==> config.mk <==
export PLATFORM = sky130hd
export DESIGN_NAME = dds_cmd_decoder
export DESIGN_NICKNAME = d
export VERILOG_FILES = /design/src/rtl/dds_cmd_decoder.sv
export SDC_FILE = /design/constraint.sdc
export NUM_CORES = 1
export LEC_CHECK = 0
export CAP_MARGIN = 25
export CORE_MARGIN = 2
export CORE_UTILIZATION = 55
export CTS_CLUSTER_DIAMETER = 120
export DETAILED_ROUTE_END_ITERATION = 8
export PLACE_DENSITY = 0.76
export SYNTH_ARGS = -nofsm -noshare
export SYNTH_HDL_FRONTEND = slang
export SYNTH_SLANG_ARGS = --single-unit
==> constraint.sdc <==
create_clock -name clk -period 2.6 [get_ports clk]
set_clock_uncertainty 0.2 [all_clocks]
set_input_delay 0.26 -clock clk [delete_from_list [all_inputs] [get_ports clk]]
set_output_delay 0.26 -clock clk [all_outputs]
set_load 0.005 [all_outputs]
==> src/rtl/dds_cmd_decoder.sv <==
// UART command decoder for CHANNELS DDS cores: stages tuning words in per-channel
// shadow registers, commits them on SET/SET_ALL and streams the active word back LSB first.
module dds_cmd_decoder #(
  parameter int CHANNELS = 2,
  parameter int M_WIDTH  = 32
) (
  input  logic                         clk,
  input  logic                         rst,
  input  logic                         received,
  input  logic [7:0]                   rx_byte,
  input  logic                         tx_busy,
  output logic                         transmit,
  output logic [7:0]                   tx_byte,
  output logic [CHANNELS*M_WIDTH-1:0]  m,
  output logic [CHANNELS-1:0]          set,
  output logic [CHANNELS-1:0]          en,
  output logic                         err
);

  localparam int NBYTES = M_WIDTH / 8;
  localparam int SEL_W  = (CHANNELS > 1) ? $clog2(CHANNELS) : 1;
  localparam int K_W    = (NBYTES > 1) ? $clog2(NBYTES) : 1;
  localparam int CNT_W  = $clog2(NBYTES + 1);

  localparam logic [4:0]       CH_LIM = 5'(CHANNELS);
  localparam logic [4:0]       NB_LIM = 5'(NBYTES);
  localparam logic [CNT_W-1:0] NB_CNT = CNT_W'(NBYTES);

  typedef enum logic [3:0] {
    OP_WRITE   = 4'h1,
    OP_SELECT  = 4'h2,
    OP_SET     = 4'h3,
    OP_ENABLE  = 4'h4,
    OP_READ    = 4'h5,
    OP_SET_ALL = 4'h6
  } op_e;

  typedef enum logic {RX_CMD, RX_DATA} rx_state_e;
  typedef enum logic [1:0] {TX_IDLE, TX_SEND, TX_GUARD, TX_WAIT} tx_state_e;

  typedef logic [CHANNELS-1:0][M_WIDTH-1:0] word_arr_t;

  op_e        op;
  logic [3:0] arg;

  rx_state_e           rx_state_q, rx_state_d;
  logic [SEL_W-1:0]    sel_q, sel_d;
  logic [K_W-1:0]      k_q, k_d;
  word_arr_t           shadow_q, shadow_d;
  word_arr_t           m_q, m_d;
  logic [CHANNELS-1:0] en_q, en_d;
  logic [CHANNELS-1:0] set_q, set_d;
  logic                err_q, err_d;
  logic                read_start;

  tx_state_e           tx_state_q, tx_state_d;
  logic [M_WIDTH-1:0]  tx_shift_q, tx_shift_d;
  logic [CNT_W-1:0]    tx_cnt_q, tx_cnt_d;
  logic [7:0]          tx_byte_q, tx_byte_d;
  logic                transmit_q, transmit_d;

  assign op  = op_e'(rx_byte[7:4]);
  assign arg = rx_byte[3:0];

  // Command decode. Data bytes only ever land in shadow, so m changes solely on SET/SET_ALL.
  always_comb begin
    // NOTE: every output of a combinational block gets a default first so no path leaves it unassigned (latch).
    rx_state_d = rx_state_q;
    sel_d      = sel_q;
    k_d        = k_q;
    shadow_d   = shadow_q;
    m_d        = m_q;
    en_d       = en_q;
    set_d      = '0;
    err_d      = 1'b0;
    read_start = 1'b0;

    if (received) begin
      unique case (rx_state_q)
        RX_DATA: begin
          shadow_d[sel_q][{k_q, 3'b000} +: 8] = rx_byte;
          rx_state_d = RX_CMD;
        end
        RX_CMD: begin
          case (op)
            OP_WRITE: begin
              if ({1'b0, arg} < NB_LIM) begin
                k_d        = arg[K_W-1:0];
                rx_state_d = RX_DATA;
              end else begin
                err_d = 1'b1;
              end
            end
            OP_SELECT: begin
              if ({1'b0, arg} < CH_LIM) sel_d = arg[SEL_W-1:0];
              else                      err_d = 1'b1;
            end
            OP_SET: begin
              m_d[sel_q]   = shadow_q[sel_q];
              set_d[sel_q] = 1'b1;
            end
            OP_ENABLE: en_d[sel_q] = arg[0];
            OP_READ: begin
              // The tx side must be fully idle; a READ arriving as it finishes is still refused.
              if (tx_state_q == TX_IDLE) read_start = 1'b1;
              else                       err_d      = 1'b1;
            end
            OP_SET_ALL: begin
              m_d   = shadow_q;
              set_d = '1;
            end
            default: err_d = 1'b1;
          endcase
        end
      endcase
    end
  end

  // Readback: the word is snapshotted into tx_shift at READ, so later SETs do not affect the stream.
  always_comb begin
    tx_state_d = tx_state_q;
    tx_shift_d = tx_shift_q;
    tx_cnt_d   = tx_cnt_q;
    tx_byte_d  = tx_byte_q;
    transmit_d = 1'b0;

    unique case (tx_state_q)
      TX_IDLE: begin
        if (read_start) begin
          tx_shift_d = m_q[sel_q];
          tx_cnt_d   = '0;
          tx_state_d = TX_SEND;
        end
      end
      TX_SEND: begin
        if (!tx_busy) begin
          tx_byte_d  = tx_shift_q[7:0];
          tx_shift_d = tx_shift_q >> 8;
          tx_cnt_d   = tx_cnt_q + 1'b1;
          transmit_d = 1'b1;
          tx_state_d = TX_GUARD;
        end
      end
      // The UART raises tx_busy a cycle after the transmit pulse, so busy is not trusted here.
      TX_GUARD: tx_state_d = TX_WAIT;
      TX_WAIT: begin
        if (!tx_busy) tx_state_d = (tx_cnt_q == NB_CNT) ? TX_IDLE : TX_SEND;
      end
    endcase
  end

  always_ff @(posedge clk) begin
    if (rst) begin
      // NOTE: shadow and m are register banks, but they are reset so a SET straight after reset commits zero.
      rx_state_q <= RX_CMD;
      sel_q      <= '0;
      k_q        <= '0;
      shadow_q   <= '0;
      m_q        <= '0;
      en_q       <= '0;
      set_q      <= '0;
      err_q      <= 1'b0;
      tx_state_q <= TX_IDLE;
      tx_shift_q <= '0;
      tx_cnt_q   <= '0;
      tx_byte_q  <= '0;
      transmit_q <= 1'b0;
    end else begin
      // NOTE: non-blocking assignments so every register samples pre-edge values regardless of order.
      rx_state_q <= rx_state_d;
      sel_q      <= sel_d;
      k_q        <= k_d;
      shadow_q   <= shadow_d;
      m_q        <= m_d;
      en_q       <= en_d;
      set_q      <= set_d;
      err_q      <= err_d;
      tx_state_q <= tx_state_d;
      tx_shift_q <= tx_shift_d;
      tx_cnt_q   <= tx_cnt_d;
      tx_byte_q  <= tx_byte_d;
      transmit_q <= transmit_d;
    end
  end

  assign m        = m_q;
  assign set      = set_q;
  assign en       = en_q;
  assign err      = err_q;
  assign transmit = transmit_q;
  assign tx_byte  = tx_byte_q;

endmodule

==> impl_metrics.json <==
{
  "status": "complete, no violations",
  "tritoncts": "built",
  "via_count": 6660,
  "final_cell_mix": "nand2_1 (233), dfxtp_1 (182), a21oi_1 (139), clkdlybuf4s50_1 (88)",
  "setup_violations": 0,
  "crit_type": "reg2reg",
  "die_area_um2": 14500,
  "drc": 0,
  "cts_resized": 0,
  "syn_area_um2": 7440,
  "rsz0062_at_grt": "false",
  "yosysSeqAreaShare": 0.492,
  "timing.final.crit_share": 0.925,
  "grt_usage": 0.285,
  "fmax_ghz": 0.416,
  "h-tree-depth": 4,
  "pre_cts_ws_ns": 0.127,
  "crit_fanout": 28,
  "first_global_vias": 6070,
  "viasPerCell": 5.67,
  "cp-end-kind": "flop",
  "core-area_um2": 13200,
  "ys_types": 38,
  "grt_pass1_wl_um": 32100,
  "holdBufCountCts": 0,
  "synth_ff_type": "dfxtp_1",
  "clock-sinks": 183,
  "routabilityCongestion": 0.882,
  "grt_remaining_overflow": 0,
  "layout-drive-gt1-share": 0.0731,
  "wire_per_inst_um": 17.4,
  "die_y_um": 120,
  "syn_nets": 933,
  "hold_violations": 0,
  "dr.pass1.iters": 5,
  "syn_inst": 910,
  "start_kind": "flop",
  "synth.avg_cell_area_um2": 8.18,
  "cts_root_buf": "clkbuf_16",
  "leakagePower_nw": 2.98,
  "rr_worst_depth": 7,
  "hpwl_um": 13300,
  "worst-endpoint-arrival_ns": 2.57,
  "nFillCells": 1105,
  "fin_tns_setup_ns": 0,
  "maxSlewHeadroom": 0.483,
  "final_nets": 1008,
  "max-cap-violations": 0,
  "clockBufferDepth": 2,
  "wl_um": 20400,
  "drv_slew": 0,
  "hold_path_class": "in2reg",
  "setup_ws_ns": 0.196,
  "diodes": 0,
  "period_minus_slack_ns": 2.40,
  "ys_seq_elements": 183,
  "post_cts.repair.setup_buffers": 0,
  "grt_max_degree": 74,
  "pin_count": 90,
  "reg2reg_slack_ns": 0.20,
  "area_growth_pct": 24.4,
  "start_util": 0.562,
  "ys_async_sr_fraction": 0,
  "dieWidth_um": 120,
  "holdPathStages": 2,
  "final_common_cell": "nand2_1",
  "worst_pin_slew_ns": 0.776,
  "antenna_found_initial": 1,
  "drt_iter0_markers": 712,
  "num_rows": 42,
  "io_buffers": 89,
  "synth-edff-count": 0,
  "cts_buffers": 17,
  "postRouteAntennaNets": 0,
  "crit_required_ns": 2.76,
  "path_clk_slew_ns": 0.07,
  "powerDensity_nw_per_um2": 634,
  "yosys_warnings": 0,
  "ir_drop_uv": 431,
  "clk_latency_ns": 0.43
}
[path summary, 6_finish.rpt]
path	startpoint	to
worst min-delay path	rst	m[54]$_SDFFE_PP0P_
worst min register to register	shadow_q[8]$_SDFFE_PP0P_	m[8]$_SDFFE_PP0P_
worst max-delay path	tx_state_q[0]$_SDFFE_PP0P_	tx_cnt_q[2]$_SDFFE_PP0P_
worst max register to register	tx_state_q[0]$_SDFFE_PP0P_	tx_cnt_q[2]$_SDFFE_PP0P_
[sequential cells by signal, summed over array words and instances, names as in the netlist]
name	flops
rx_state_q	1
tx_cnt_q	3
tx_state_q	2
set	2
shadow_q	64
sel_q	1
err	1
transmit	1
en	2
tx_byte	8
m	64
tx_shift_q	32
k_q	2
[logic make-up (layout without fill, tap and decap cells)]
| logic type | after synthesis | in the layout | share of synthesized area |
|---|---|---|---|
| simple gates | 391 | 391 | 0.226 |
| flops | 183 | 183 | 0.492 |
| compound gates | 180 | 180 | 0.127 |
| buf+inv | 75 | 163 | 0.0418 |
| mux | 70 | 70 | 0.0941 |
| fa+ha+maj | 11 | 11 | 0.0185 |
[layout make-up]
| class | count | area, um2 | share of cell area |
|---|---|---|---|
| clock buffer | 19 | 433 | 0.0467 |
| inverter | 10 | 37.5 | 0.00405 |
| clock inverter | 13 | 218 | 0.0235 |
| timing repair buffer | 121 | 1200 | 0.130 |
| sequential | 183 | 3660 | 0.396 |
| multi-input combinational | 652 | 3490 | 0.376 |
| tap | 176 | 220 | 0.0238 |
[synthesized netlist by cell type, types with 8 or more instances]
| cell type | count | area share |
|---|---|---|
| nand2_1 | 233 | 0.12 |
| dfxtp_1 | 183 | 0.49 |
| a21oi_1 | 139 | 0.093 |
| mux2i_1 | 70 | 0.094 |
| nand3_1 | 70 | 0.047 |
| nor2_1 | 52 | 0.026 |
| clkbuf_1 | 44 | 0.022 |
| o21ai_0 | 29 | 0.019 |
| buf_2 | 15 | 0.010 |
| ha_1 | 11 | 0.018 |
| inv_1 | 10 | 0.0050 |
| or3_1 | 8 | 0.0067 |
[worst max-delay path, cell delays in order, from the launching register on]
cell      delay (ns)
dfxtp_1         0.37
inv_1           0.11
ha_1            0.26
nor2b_1         0.17
o221ai_2        0.49
buf_4           0.42
o21ai_0         0.15
a21oi_1         0.15
[routing by layer]
| metal | routed length [um] | GRT usage | up-vias |
|---|---|---|---|
| met1 | 9120 | 0.406 | 3152 |
| met3 | 1530 | 0.0585 | 31 |
| met5 | 13 | 0 | - |
| li1 | - | - | 3220 |
| met4 | 383 | 0.0981 | 2 |
| met2 | 9360 | 0.433 | 255 |
[stage by stage]
stage                     power, mW  instances  hold slack, ns   util  area [um2]
after floorplan                2.99        910           0.207      -        7440
after global placement         3.08       1142           0.238  0.650        8610
after detailed placement       3.09       1142           0.244  0.650        8610
after CTS                      5.88       1174           0.177  0.700        9260
after global routing           6.04       1174           0.212  0.700        9260
final                          5.87       1174           0.186  0.700        9260
[report_power, final]
part           leakage (nW)  internal [mW]  switching, mW
registers              1.47           2.80        0.00216
clock network         0.302           1.72           1.12
logic                  1.20         0.0671          0.152
Power figures use the tool's default switching activity.
